## src/rtl/controle_pista_pkg.sv

```systemverilog
// Shared types and constants for the track controller.
// State encoding, digit geometry and the default track.
package controle_pista_pkg;

  localparam int DIGITO_W  = 4;
  localparam int N_DIGITOS = 6;
  localparam int PISTA_W   = DIGITO_W * N_DIGITOS;
  localparam int CNT_W     = 3;

  localparam logic [PISTA_W-1:0] PISTA_PADRAO_DEF = 24'h590060;

  typedef enum logic [2:0] {
    OCIOSO    = 3'd0,
    PROGRAMA  = 3'd1,
    ENVIA     = 3'd2,
    AGUARDA   = 3'd3,
    EXECUTA   = 3'd4,
    BLOQUEIO  = 3'd5,
    CONCLUIDO = 3'd6
  } estado_t;

  // Shift one digit into a track word from the LSB side.
  function automatic logic [PISTA_W-1:0] desloca(
    input logic [PISTA_W-1:0]  r,
    input logic [DIGITO_W-1:0] d
  );
    return {r[PISTA_W-DIGITO_W-1:0], d};
  endfunction

endpackage

```

## src/rtl/detector_borda.sv

```systemverilog
// Rising-edge detector for the operator insert level.
// One pulse per press no matter how long it is held.
module detector_borda (
  input  logic clk,
  input  logic reset,
  input  logic d,
  output logic pulso
);

  logic d_ant;

  // Previous sample of the level.
  always_ff @(posedge clk or negedge reset) begin
    if (!reset) d_ant <= 1'b0;
    else        d_ant <= d;
  end

  assign pulso = d & ~d_ant;

endmodule

```

## src/rtl/controle_pista.sv

```systemverilog
// Operator-facing controller: track programming, run
// sequencing, retry counting and timed lockout.
module controle_pista
  import controle_pista_pkg::*;
#(
  parameter int MAX_TENTATIVAS = 3,
  parameter int TEMPO_BLOQUEIO = 16,
  parameter logic [PISTA_W-1:0] PISTA_PADRAO = PISTA_PADRAO_DEF
) (
  input  logic                clk,
  input  logic                reset,
  input  logic [DIGITO_W-1:0] numero,
  input  logic                insere,
  input  logic                programa,
  input  logic                erro_in,
  output logic [PISTA_W-1:0]  pista,
  output logic [DIGITO_W-1:0] numero_out,
  output logic                insere_pulso,
  output logic                reset_pista,
  output logic [1:0]          tentativas,
  output logic                bloqueado,
  output logic                concluido,
  output logic                ocupado
);

  localparam int BW =
    (TEMPO_BLOQUEIO > 1) ? $clog2(TEMPO_BLOQUEIO) : 1;
  localparam logic [BW-1:0] BLOQ_INI =
    BW'(TEMPO_BLOQUEIO - 1);
  localparam logic [1:0] MAX_T = 2'(MAX_TENTATIVAS);
  localparam logic [CNT_W-1:0] ULTIMO = CNT_W'(N_DIGITOS - 1);
  localparam logic [CNT_W-1:0] TOTAL  = CNT_W'(N_DIGITOS);

  logic evento;

  estado_t             estado, estado_nx;
  logic [PISTA_W-1:0]  shadow, shadow_nx;
  logic [PISTA_W-1:0]  pista_nx;
  logic [CNT_W-1:0]    cnt_prog, cnt_prog_nx;
  logic [CNT_W-1:0]    cnt_run, cnt_run_nx;
  logic [BW-1:0]       cnt_bloq, cnt_bloq_nx;
  logic [1:0]          tent_nx;
  logic [DIGITO_W-1:0] num_nx;
  logic                pulso_nx;
  logic                rpista_nx;

  detector_borda u_borda (
    .clk   (clk),
    .reset (reset),
    .d     (insere),
    .pulso (evento)
  );

  // Next state plus next value of every registered output.
  always_comb begin
    estado_nx   = estado;
    shadow_nx   = shadow;
    pista_nx    = pista;
    cnt_prog_nx = cnt_prog;
    cnt_run_nx  = cnt_run;
    cnt_bloq_nx = cnt_bloq;
    tent_nx     = tentativas;
    num_nx      = numero_out;
    pulso_nx    = 1'b0;
    rpista_nx   = 1'b0;
    unique case (estado)
      OCIOSO: begin
        if (programa) begin
          estado_nx = PROGRAMA;
        end else if (evento) begin
          estado_nx = ENVIA;
          pulso_nx  = 1'b1;
          num_nx    = numero;
        end
      end
      PROGRAMA: begin
        if (!programa) begin
          estado_nx   = OCIOSO;
          cnt_prog_nx = '0;
          shadow_nx   = '0;
        end else if (evento) begin
          shadow_nx = desloca(shadow, numero);
          if (cnt_prog == ULTIMO) begin
            pista_nx    = desloca(shadow, numero);
            cnt_prog_nx = '0;
            estado_nx   = OCIOSO;
            rpista_nx   = 1'b1;
          end else begin
            cnt_prog_nx = cnt_prog + 1'b1;
          end
        end
      end
      ENVIA: begin
        estado_nx = AGUARDA;
      end
      AGUARDA: begin
        if (erro_in) begin
          if (tentativas != MAX_T) tent_nx = tentativas + 1'b1;
          cnt_run_nx = '0;
          rpista_nx  = 1'b1;
          if (tent_nx == MAX_T) begin
            estado_nx   = BLOQUEIO;
            cnt_bloq_nx = BLOQ_INI;
          end else begin
            estado_nx = OCIOSO;
          end
        end else begin
          cnt_run_nx = cnt_run + 1'b1;
          if (cnt_run_nx == TOTAL) estado_nx = CONCLUIDO;
          else                     estado_nx = EXECUTA;
        end
      end
      EXECUTA: begin
        if (evento) begin
          estado_nx = ENVIA;
          pulso_nx  = 1'b1;
          num_nx    = numero;
        end
      end
      BLOQUEIO: begin
        if (cnt_bloq == '0) begin
          estado_nx = OCIOSO;
          tent_nx   = '0;
          rpista_nx = 1'b1;
        end else begin
          cnt_bloq_nx = cnt_bloq - 1'b1;
        end
      end
      CONCLUIDO: begin
        if (programa) begin
          estado_nx  = PROGRAMA;
          tent_nx    = '0;
          cnt_run_nx = '0;
          rpista_nx  = 1'b1;
        end
      end
      default: begin
        estado_nx = OCIOSO;
      end
    endcase
  end

  // State and output registers; flags follow the next state.
  always_ff @(posedge clk or negedge reset) begin
    if (!reset) begin
      estado       <= OCIOSO;
      pista        <= PISTA_PADRAO;
      shadow       <= '0;
      cnt_prog     <= '0;
      cnt_run      <= '0;
      cnt_bloq     <= '0;
      tentativas   <= '0;
      numero_out   <= '0;
      insere_pulso <= 1'b0;
      reset_pista  <= 1'b0;
      bloqueado    <= 1'b0;
      concluido    <= 1'b0;
      ocupado      <= 1'b0;
    end else begin
      estado       <= estado_nx;
      pista        <= pista_nx;
      shadow       <= shadow_nx;
      cnt_prog     <= cnt_prog_nx;
      cnt_run      <= cnt_run_nx;
      cnt_bloq     <= cnt_bloq_nx;
      tentativas   <= tent_nx;
      numero_out   <= num_nx;
      insere_pulso <= pulso_nx;
      reset_pista  <= rpista_nx;
      bloqueado    <= (estado_nx == BLOQUEIO);
      concluido    <= (estado_nx == CONCLUIDO);
      ocupado      <= (estado_nx != OCIOSO);
    end
  end

endmodule

```

## config.mk

```make
export PLATFORM = sky130hd
export DESIGN_NAME = controle_pista
export DESIGN_NICKNAME = d
export VERILOG_FILES = /design/src/rtl/controle_pista_pkg.sv /design/src/rtl/detector_borda.sv /design/src/rtl/controle_pista.sv
export SDC_FILE = /design/constraint.sdc
export NUM_CORES = 1
export LEC_CHECK = 0
export CORE_ASPECT_RATIO = 0.75
export CORE_MARGIN = 1.5
export CORE_UTILIZATION = 57
export CTS_CLUSTER_DIAMETER = 50
export DETAILED_ROUTE_END_ITERATION = 10
export GPL_ROUTABILITY_DRIVEN = 0
export GPL_TIMING_DRIVEN = 0
export HOLD_SLACK_MARGIN = 0.05
export PLACE_DENSITY = 0.84
export RECOVER_POWER = 25
export SETUP_SLACK_MARGIN = 0.05
export SLEW_MARGIN = 20
export SYNTH_ARGS = -nofsm -noshare
export SYNTH_HDL_FRONTEND = slang
export SYNTH_HIERARCHICAL = 1
export SYNTH_SLANG_ARGS = --single-unit
```

## constraint.sdc

```tcl
create_clock -name clk -period 3.17 [get_ports clk]
set_clock_uncertainty 0.1 [all_clocks]
set_input_delay 0.4755 -clock clk [delete_from_list [all_inputs] [get_ports clk]]
set_output_delay 0.4755 -clock clk [all_outputs]
set_load 0.02 [all_outputs]
```

Word-level counts from Yosys, hierarchy flattened
Index checks and enable logic that the tools add are counted.
- add/subtract/negate cells: 4
- $mul: 0
- div/mod/pow operators: 0
- magnitude comparators: 0
- equal/unequal tests: 19
- shift-type cells: 0
- muxes and demuxes: 43
- bitwise gates (word level): 2
- reductions and logical operators: 13
- operator list (kind ; count):
    3-bit 2-to-1 mux ; 14
    20-bit 2-to-1 mux ; 2
    3-bit == test (second input constant) ; 7
    3-bit case mux with 7 select lines ; 1
    4-bit 2-to-1 mux ; 5
    4-bit case mux with 2 select lines ; 2
    2-bit 2-to-1 mux ; 7
    2-bit inequality test (second input constant) ; 7
    4-bit AND reduction ; 3
    1-bit 2-to-1 mux ; 8
    3-bit by 1-bit adder with 3-bit output (second input constant) ; 2
    3-bit by 2-bit == test with 1-bit output (second input constant) ; 2
    2-bit case mux with 3 select lines ; 1
    3-bit case mux with 2 select lines ; 1
    2-bit AND reduction ; 3
    2-bit nonzero test ; 3
    3-bit nonzero test ; 2
    4-bit zero test ; 1
    1-bit case mux with 4 select lines ; 1
    4-bit by 1-bit subtractor with 4-bit output (second input constant) ; 1
    3-bit by 1-bit == test with 1-bit output (second input constant) ; 1
    3-bit zero test ; 1
    2-bit by 1-bit adder with 2-bit output (second input constant) ; 1
    2-bit == test (second input constant) ; 1
    other kinds (4) ; 4
- register bits: 69
- latch bits: 0
- RAM bits: 0
- ROM bits: 0
- input port bits: 9
- output and inout port bits: 35
- logic and storage cells: 95
- memories kept: 0

Longest topological paths before layout
Gate-level depths: netlist of run 1.
- depth after elaboration: 9
- gate-level depth with buffers: 7
- depth with buffers taken out: 6

Modules after synthesis
The synthesis of run 1 kept the hierarchy.
- modules (own cells, without submodules) (module ; instances ; cells each ; area an instance (µm²)):
    controle_pista ; 1 ; 221 ; 2882.8
    detector_borda ; 1 ; 2 ; 38.8

Worst setup path after synthesis of run 1
OpenSTA, ideal clock, no wires.
- kind: input to register
- start point: in insere
- end point: reg pista[0]
- library setup time: 127 ps
- data arrival time: 1612 ps
- data required time: 2943 ps
- slack: 1331 ps
- stages: 6
- buffers on the path: 2
- cells stage by stage: nor2b_4 > and4b_1 > nor2b_1 > buf_2 > buf_6 > mux2_1
- longest elaborated chain between the ends: 2
- RTL lines (what ; line ; text):
    start, declared ; controle_pista.sv:13 ; input logic insere,
    1-bit AND ; detector_borda.sv:18 ; assign pulso = d & ~d_ant;
    4-bit AND reduction (no source line) ; -- ;
    end signal, assigned ; controle_pista.sv:161 ; pista <= pista_nx;
    end, declared ; controle_pista.sv:16 ; output logic [PISTA_W-1:0] pista,
Every way passes these cells.
A chain may end at the register's enable or synchronous reset.

Worst setup path after layout of run 1
- start point: in insere
- end point: reg pista[2]
- longest elaborated chain between the ends: 2
- RTL lines (what ; line ; text):
    1-bit AND ; detector_borda.sv:18 ;
    net evento ; controle_pista.sv:34 ; logic evento;
    4-bit AND reduction (no source line) ; -- ;
The timed path passes the listed nets, and every way through them passes these cells.

==> metrics.md, run 1 <==
| Metric | Value |
|---|---|
| Outcome | `finished with violations` |
| Violated checks | `DRC` |
| Count of final hold-check violations | `0` |
| Residual overflow from global routing | `0` |
| Most area-hungry cell type in the Yosys netlist | `sky130_fd_sc_hd__dfrtp_1` |
| Mapped Avg Cell Area | `13.1 sq um` |
| Proportion of layout cells with a drive suffix above 1 | `0.144` |
| Critical path fanouts, max | `10` |
| Mean routed wirelength per cell | `15.1 microns` |
| Core Area | `0.00490 sq mm` |
| Antenna violations before repair | `0` |
| Final setup slack of the worst path | `933 ps` |
| Via count of the first global-routing pass | `1,794` |
| Detailed placer's ending HPWL | `3740 microns` |
| Post-synthesis register bit count | `69` |
| Peak supply drop | `0.000538 V` |
| Via density | `5.42` |
| Worst hold start | `pista[9]$_DFFE_PN0P_` |
| Post-detailed-route DRC marker count | `5` |
| Worst setup timing slack at the placement stage | `654 ps` |
| Global-route wire length before repair | `8810 microns` |
| Final design instance area without fill | `0.00365 sq mm` |
| Vertical die dimension | `65 microns` |
| Gr usage total | `0.215` |
| Clock sink count | `69` |
| Worst-margin pin slew | `1250 ps` |
| Commonest cells after routing, fill and taps aside | `sky130_fd_sc_hd__dfrtp_1, sky130_fd_sc_hd__clkdlybuf4s50_1, sky130_fd_sc_hd__mux2_1` |
| Total I/O pin count | `44` |
| CTS tree | `yes` |
| Detail Route Antenna Nets | `0` |
| Pwr Density | `835 mW/mm^2` |
| First-pass iteration count of the detailed router | `7` |
| Req. time, crit path | `3290 ps` |
| Data arrival at the endpoint of the critical path | `2350 ps` |
| Number of levels in the clock H-tree | `3` |
| Total of buffers placed on input and output ports | `43` |
| Path class of the lowest-slack min-delay path | `flop to flop` |
| Max Transition Viols Final | `0` |
| Total clock buffers created by CTS | `9` |
| Syn. warnings | `6` |
| Count of max-cap constraint violations | `0` |
| Share of synthesized area occupied by flip-flops and latches | `0.594` |
| Die outline area | `0.00557 sq mm` |
| Start-to-end type of the worst setup path | `input pin to flop` |
| Antenna diode instance count | `0` |
| Number of DRC markers in iteration 0 | `111` |
| Launching element of the worst setup path | `insere` |
| Clock network latency to the later pin of the worst-skew pair | `330 ps` |
| Initial core utilization | `0.596` |
| Most common library cell in the layout ignoring fill and taps | `sky130_fd_sc_hd__dfrtp_1` |
| Synth top area cells | `sky130_fd_sc_hd__dfrtp_1, sky130_fd_sc_hd__mux2_1, sky130_fd_sc_hd__a22o_1` |
| Routed wire length | `5180 microns` |
| Cell row count | `22` |
| Area delta synth->final | `25.0%` |
| Synthesized instance count | `223` |
| Post-CTS setup buffers | `0` |
| Fin Hold WS | `383 ps` |
| Critical Path End Type | `flop` |
| Total cell area at the placement stage | `0.00345 sq mm` |
| Leakage power of the design | `1.75 nW` |
| Power, Total | `3.05 mW` |
| Final worst-path cycle share | `0.706` |
| R2R Path Start | `cnt_bloq[0]$_DFFE_PN0P_` |
| Clock edge transition at the registers on the reported setup and hold paths | `70 ps` |
| Final setup violation count | `0` |
| Via total after detailed routing | `1,863` |
| Fin crit period | `2240 ps` |
| Mapped cell area | `0.00292 sq mm` |
| Relative slew slack | `0.167` |
| Total nets after synthesis | `235` |
| Post-synth cell types | `40` |
| Max Clk Rate | `0.447 GHz` |
| Post-synth top area share | `0.540` |
| RSZ-0062 raised after global routing | `no` |
| Die Span X | `85.7 microns` |
| Pin count of the biggest net entering global routing | `49` |
| CTS root buffer | `sky130_fd_sc_hd__clkbuf_8` |
| Final #Nets | `291` |
| Buffers from clock root to sink, at most | `2` |
| Kind of launch point of the worst setup path | `input pin` |
## path summary, 6_finish.rpt
kind / end / slack (ps) / cells after the start
min reg2reg: pista[9]$_DFFE_PN0P_ / 380 / 1
min: pista[9]$_DFFE_PN0P_ / 380 / 1
max: pista[2]$_DFFE_PN0P_ / 930 / 7
min in group asynchronous: shadow[16]$_DFFE_PN0P_ / 830 / 2
max reg2reg: ocupado$_DFF_PN0_ / 1140 / 6
max in group asynchronous: pista[6]$_DFFE_PN1P_ / 1280 / 3
## per-layer routing
metal  GRT usage  vias up  part of all wire
met3      0.0688        6             0.046
met5           0        -                 0
li1            -      907                 -
met1       0.297      913              0.47
met2       0.323       37              0.47
met4      0.0746        0            0.0093
## cells by family (layout without fill, tap and decap cells)
family / count (synthesis) / count (layout) / share of synthesized area
flip-flops: 69 / 69 / 0.594
AND/OR/NAND/NOR: 50 / 50 / 0.101
AO/OA/AOI/OAI: 44 / 44 / 0.116
multiplexers: 29 / 29 / 0.116
buffers and inverters: 24 / 85 / 0.0484
XOR/XNOR: 4 / 4 / 0.0120
adder cells (fa/ha/maj): 3 / 3 / 0.0128
## flip-flops by register name (all words and copies together) (netlist names)
register,count
shadow,20
pista,24
ocupado,1
bloqueado,1
cnt_run,3
insere_pulso,1
cnt_prog,3
concluido,1
u_borda/d_ant,1
numero_out,4
tentativas,2
estado,3
cnt_bloq,4
reset_pista,1
## layout make-up
class | instances | area, sq um
repair buffers | 45 | 462
fillers | 332 | 1250
well taps | 60 | 75.1
clock buffers | 12 | 145
inverters | 11 | 41.3
clock inverters | 4 | 47.5
multi-input cells | 130 | 1050
flip-flops and latches | 69 | 1730
plain buffers | 13 | 100
## per-stage QoR
step | std cells | setup TNS (ps) | utilization
after global placement | 326 | -42190 | 0.699
after global routing | 344 | 0 | 0.745
after floorplan | 223 | 0 | -
after detailed placement | 327 | 0 | 0.705
after CTS | 344 | 0 | 0.746
final | 344 | 0 | 0.745
## cells in the mapped netlist
master / number
sky130_fd_sc_hd__inv_1: 10
sky130_fd_sc_hd__a31oi_1: 1
sky130_fd_sc_hd__dfstp_2: 6
sky130_fd_sc_hd__dfrtp_1: 63
sky130_fd_sc_hd__mux2_4: 4
sky130_fd_sc_hd__a32oi_1: 1
sky130_fd_sc_hd__buf_6: 6
sky130_fd_sc_hd__or3b_1: 1
sky130_fd_sc_hd__o22a_1: 1
sky130_fd_sc_hd__a21oi_1: 6
sky130_fd_sc_hd__o21ai_1: 6
sky130_fd_sc_hd__xor2_1: 3
sky130_fd_sc_hd__nor3_1: 6
sky130_fd_sc_hd__buf_2: 5
sky130_fd_sc_hd__nor2b_1: 4
sky130_fd_sc_hd__clkbuf_1: 2
sky130_fd_sc_hd__mux2_1: 24
sky130_fd_sc_hd__o21ai_0: 1
sky130_fd_sc_hd__o22ai_1: 1
sky130_fd_sc_hd__nor3b_1: 1
sky130_fd_sc_hd__and3b_1: 1
sky130_fd_sc_hd__o31ai_2: 1
sky130_fd_sc_hd__a221o_1: 1
sky130_fd_sc_hd__o21bai_1: 2
sky130_fd_sc_hd__nand2b_1: 6
sky130_fd_sc_hd__a22o_1: 21
sky130_fd_sc_hd__o2bb2ai_2: 1
sky130_fd_sc_hd__nor2b_4: 2
sky130_fd_sc_hd__inv_2: 1
sky130_fd_sc_hd__or3_1: 3
sky130_fd_sc_hd__nand3_1: 1
sky130_fd_sc_hd__nor2_1: 10
sky130_fd_sc_hd__a211oi_1: 1
sky130_fd_sc_hd__mux2i_1: 1
sky130_fd_sc_hd__ha_1: 3
sky130_fd_sc_hd__nand4bb_1: 2
sky130_fd_sc_hd__and4b_1: 2
sky130_fd_sc_hd__nand2_1: 10
sky130_fd_sc_hd__nand3b_1: 1
sky130_fd_sc_hd__xnor2_1: 1
## critical path: stages
cell,delay (ps)
sky130_fd_sc_hd__dlygate4sd3_1,550
sky130_fd_sc_hd__nor2b_4,210
sky130_fd_sc_hd__and4b_1,230
sky130_fd_sc_hd__nor2b_1,120
sky130_fd_sc_hd__buf_2,220
sky130_fd_sc_hd__buf_6,200
sky130_fd_sc_hd__mux2_1,340
## what timing repair did
item / CTS / global route
hold endpoints to repair: 18 / 0
setup endpoints to repair: 0 / 0
resized for setup: 0 / 0
hold buffers: 1 / 0
## power breakdown
group	internal, mW	switching [mW]
Sequential	1.14	0.207
Combinational	0.512	0.503
Clock	0.382	0.299
Total	2.04	1.01
(Power assumes the default switching activity.)
==> run 2, diff against run 1 <==
- CORE_UTILIZATION: 57 -> 48
- PLACE_DENSITY: 0.84 -> 0.75
- clock period: 3.17 -> 2 ns (I/O delays scaled with it)
==> run 2 against run 1 <==
  * The run now ends clean
  * Worst hold slack worse by 39 ps
  * Flip-flop and latch count did not move
  * Non-clock buffer count up 2
  * Critical path type unchanged
  * Highest routed layer unchanged
  * Register-to-register slack lost 940 ps
  * Largest power group unchanged
  * Die area grew 18%
  * Critical path depth did not move
  * Worst setup slack got worse by 820 ps
  * Power up 58%
  * Critical endpoint is now numero_out[0]$_DFFE_PN0P_
  * First-iteration DRC count shrank 47%
==> metrics.md, run 2 (synthesized netlist as in run 1, its figures left out) <==
| Metric | Value |
|---|---|
| Relative slew slack | `0.258 (+0.0909)` |
| Global-route wire length before repair | `9200 microns (+4.4%)` |
| First-pass iteration count of the detailed router | `4 (-3)` |
| Worst setup slack for register-to-register paths | `200 ps (-940 ps)` |
| Leakage power of the design | `1.77 nW (+0.77%)` |
| Gr usage total | `0.182 (-0.0327)` |
| Flop pwr share | `0.445 (about the same)` |
| Antenna diode instance count | `0 (unchanged)` |
| Max reg flops | `24 (unchanged)` |
| CP Capture Point | `numero_out[0]$_DFFE_PN0P_` |
| Buffers from clock root to sink, at most | `2 (unchanged)` |
| R2R Path Start | `u_borda/d_ant$_DFF_PN0_` |
| Area delta synth->final | `27.2%` |
| Vertical die dimension | `70.6 microns (+8.6%)` |
| R2r endpoint | `numero_out[0]$_DFFE_PN0P_` |
| Detailed placer's ending HPWL | `3820 microns (+2.2%)` |
| Data arrival at the endpoint of the critical path | `2010 ps (-340 ps)` |
| RSZ-0062 raised after global routing | `no` |
| Count of max-cap constraint violations | `0 (unchanged)` |
| Pwr Density | `1300 mW/mm^2 (+55%)` |
| Final worst-path cycle share | `0.943` |
| Peak supply drop | `0.000711 V (+32%)` |
| Detail Route Antenna Nets | `0 (unchanged)` |
| Start-to-end type of the worst setup path | `input pin to flop` |
| Worst setup timing slack at the placement stage | `-366 ps (-1020 ps)` |
| Via total after detailed routing | `1,919 (+3.0%)` |
| Clock edge transition at the registers on the reported setup and hold paths | `70 ps (about the same)` |
| Routed wire length | `5500 microns (+6.2%)` |
| Outcome | `complete, no violations` |
| Critical Path End Type | `flop` |
| Clock sink count | `69 (unchanged)` |
| Max Clk Rate | `0.530 GHz` |
| Initial core utilization | `0.499 (-0.0973)` |
| Total I/O pin count | `44 (unchanged)` |
| Number of cells on the worst hold path | `1 (unchanged)` |
| CTS tree | `yes` |
| Number of DRC markers in iteration 0 | `59 (-47%)` |
| Share of total power consumed by net switching | `0.345 (+0.0141)` |
| Path class of the lowest-slack min-delay path | `input pin to flop` |
| Share of power burned in the clock network | `0.213 (-0.010)` |
| Antenna violations before repair | `0 (unchanged)` |
| Count of final hold-check violations | `0 (unchanged)` |
| Final setup violation count | `0 (unchanged)` |
| Most flops, register | `pista` |
| Final #Nets | `293 (+0.69%)` |
| Clock network latency to the later pin of the worst-skew pair | `330 ps (about the same)` |
| Req. time, crit path | `2120 ps (-1170 ps)` |
| Launching element of the worst setup path | `insere` |
| Kind of launch point of the worst setup path | `input pin` |
| Post-detailed-route DRC marker count | `0 (-5)` |
| Switching component of the power | `1.66 mW (+65%)` |
| Via density | `5.27 (-2.7%)` |
| Critical path fanouts, max | `5 (-5)` |
| Fill cells | `452 (+36%)` |
| Mean routed wirelength per cell | `15.1 microns (+0.35%)` |
| Most common library cell in the layout ignoring fill and taps | `sky130_fd_sc_hd__dfrtp_1` |
| Fin crit period | `1890 ps` |
| Proportion of layout cells with a drive suffix above 1 | `0.168 (+0.0235)` |
| Commonest cells after routing, fill and taps aside | `sky130_fd_sc_hd__dfrtp_1, sky130_fd_sc_hd__clkdlybuf4s50_1, sky130_fd_sc_hd__mux2_1` |
| Total cell area at the placement stage | `0.00347 sq mm (+0.65%)` |
| Number of levels in the clock H-tree | `3 (unchanged)` |
| Final design instance area without fill | `0.00371 sq mm (+1.7%)` |
| Total clock buffers created by CTS | `9 (unchanged)` |
| Core Area | `0.00586 sq mm (+20%)` |
| Internal power consumption | `3.16 mW (+55%)` |
| Worst-margin pin slew | `1110 ps (-136 ps)` |
| Final setup slack of the worst path | `115 ps (-818 ps)` |
| Power, Total | `4.82 mW (+58%)` |
| Number of cell instances on the worst register-to-register path | `6 (unchanged)` |
| Residual overflow from global routing | `0 (unchanged)` |
| Gate power share | `0.342 (+0.009)` |
| Total of buffers placed on input and output ports | `43 (unchanged)` |
| Max Transition Viols Final | `0 (unchanged)` |
| Die Span X | `93.1 microns (+8.7%)` |
| Pin count of the biggest net entering global routing | `53 (+8.2%)` |
| Via count of the first global-routing pass | `1,908 (+6.4%)` |
| Cell row count | `24 (+9.1%)` |
| Die outline area | `0.00657 sq mm (+18%)` |
| CTS root buffer | `sky130_fd_sc_hd__clkbuf_8` |
| Registers with the highest flip-flop counts | `pista: 24 flops, shadow: 20 flops` |
## run 2: worst min path at each step
| stage | slack, ps | to | start |
|---|---|---|---|
| floorplan | -100 | bloqueado$_DFF_PN0_ | reset |
| global placement | 370 | pista[23]$_DFFE_PN0P_ | pista[23]$_DFFE_PN0P_ |
| detailed placement | 100 | pista[23]$_DFFE_PN0P_ | reset |
| CTS | 270 | pista[23]$_DFFE_PN0P_ | reset |
| global route | 340 | u_borda/d_ant$_DFF_PN0_ | insere |
| finish | 340 | u_borda/d_ant$_DFF_PN0_ | insere |
## run 2: power by group through the flow
| stage | clock, mW | sequential, mW | combinational (mW) |
|---|---|---|---|
| after detailed placement | 0 | 2.16 | 1.62 |
| after floorplan | 0 | 2.26 | 0.911 |
| after global routing | 1.13 | 2.21 | 1.79 |
| final | 1.03 | 2.15 | 1.65 |
| after global placement | 0 | 2.15 | 1.57 |
| after CTS | 1.06 | 2.14 | 1.64 |
## run 2: area by class of cell
class | instances | area, sq um | area share
flip-flops and latches | 69 | 1730 | 0.467
multi-input cells | 130 | 1060 | 0.286
repair buffers | 47 | 489 | 0.132
clock buffers | 11 | 151 | 0.0408
plain buffers | 13 | 106 | 0.0286
well taps | 78 | 97.6 | 0.0263
inverters | 11 | 41.3 | 0.0111
clock inverters | 5 | 33.8 | 0.00909
## run 2: per-stage QoR
stage / instances / hold slack (ps) / setup TNS, ps / utilization
4_1_cts: 363 / 272 / 0 / 0.630
2_1_floorplan: 223 / -95.6 / 0 / -
5_1_grt: 364 / 336 / 0 / 0.634
3_5_place_dp: 345 / 96.7 / -9500 / 0.593
6_report: 364 / 344 / 0 / 0.634
3_3_place_gp: 344 / 366 / -123790 / 0.589
## run 2: what timing repair did
item | CTS | global route
setup endpoints to repair | 18 | 4
gates resized for setup | 3 | 2
hold buffers | 1 | 0
hold endpoints to repair | 21 | 0
gates cloned | 0 | 0
buffers inserted | 1 | 1
## run 2: critical path, stage by stage
cell                              delay [ps]
sky130_fd_sc_hd__clkdlybuf4s50_1         480
sky130_fd_sc_hd__nor2b_4                 190
sky130_fd_sc_hd__buf_12                  120
sky130_fd_sc_hd__nand2b_1                 80
sky130_fd_sc_hd__or3_1                   340
sky130_fd_sc_hd__buf_2                   190
sky130_fd_sc_hd__mux2_4                  300
## run 2: routing by layer
metal  vias up  GRT usage  routed length, microns
li1        913          -                       -
met1       953      0.252                    2750
met2        45      0.274                    2470
met3         8     0.0548                     216
met4         0     0.0673                      62
met5         -          0                       0
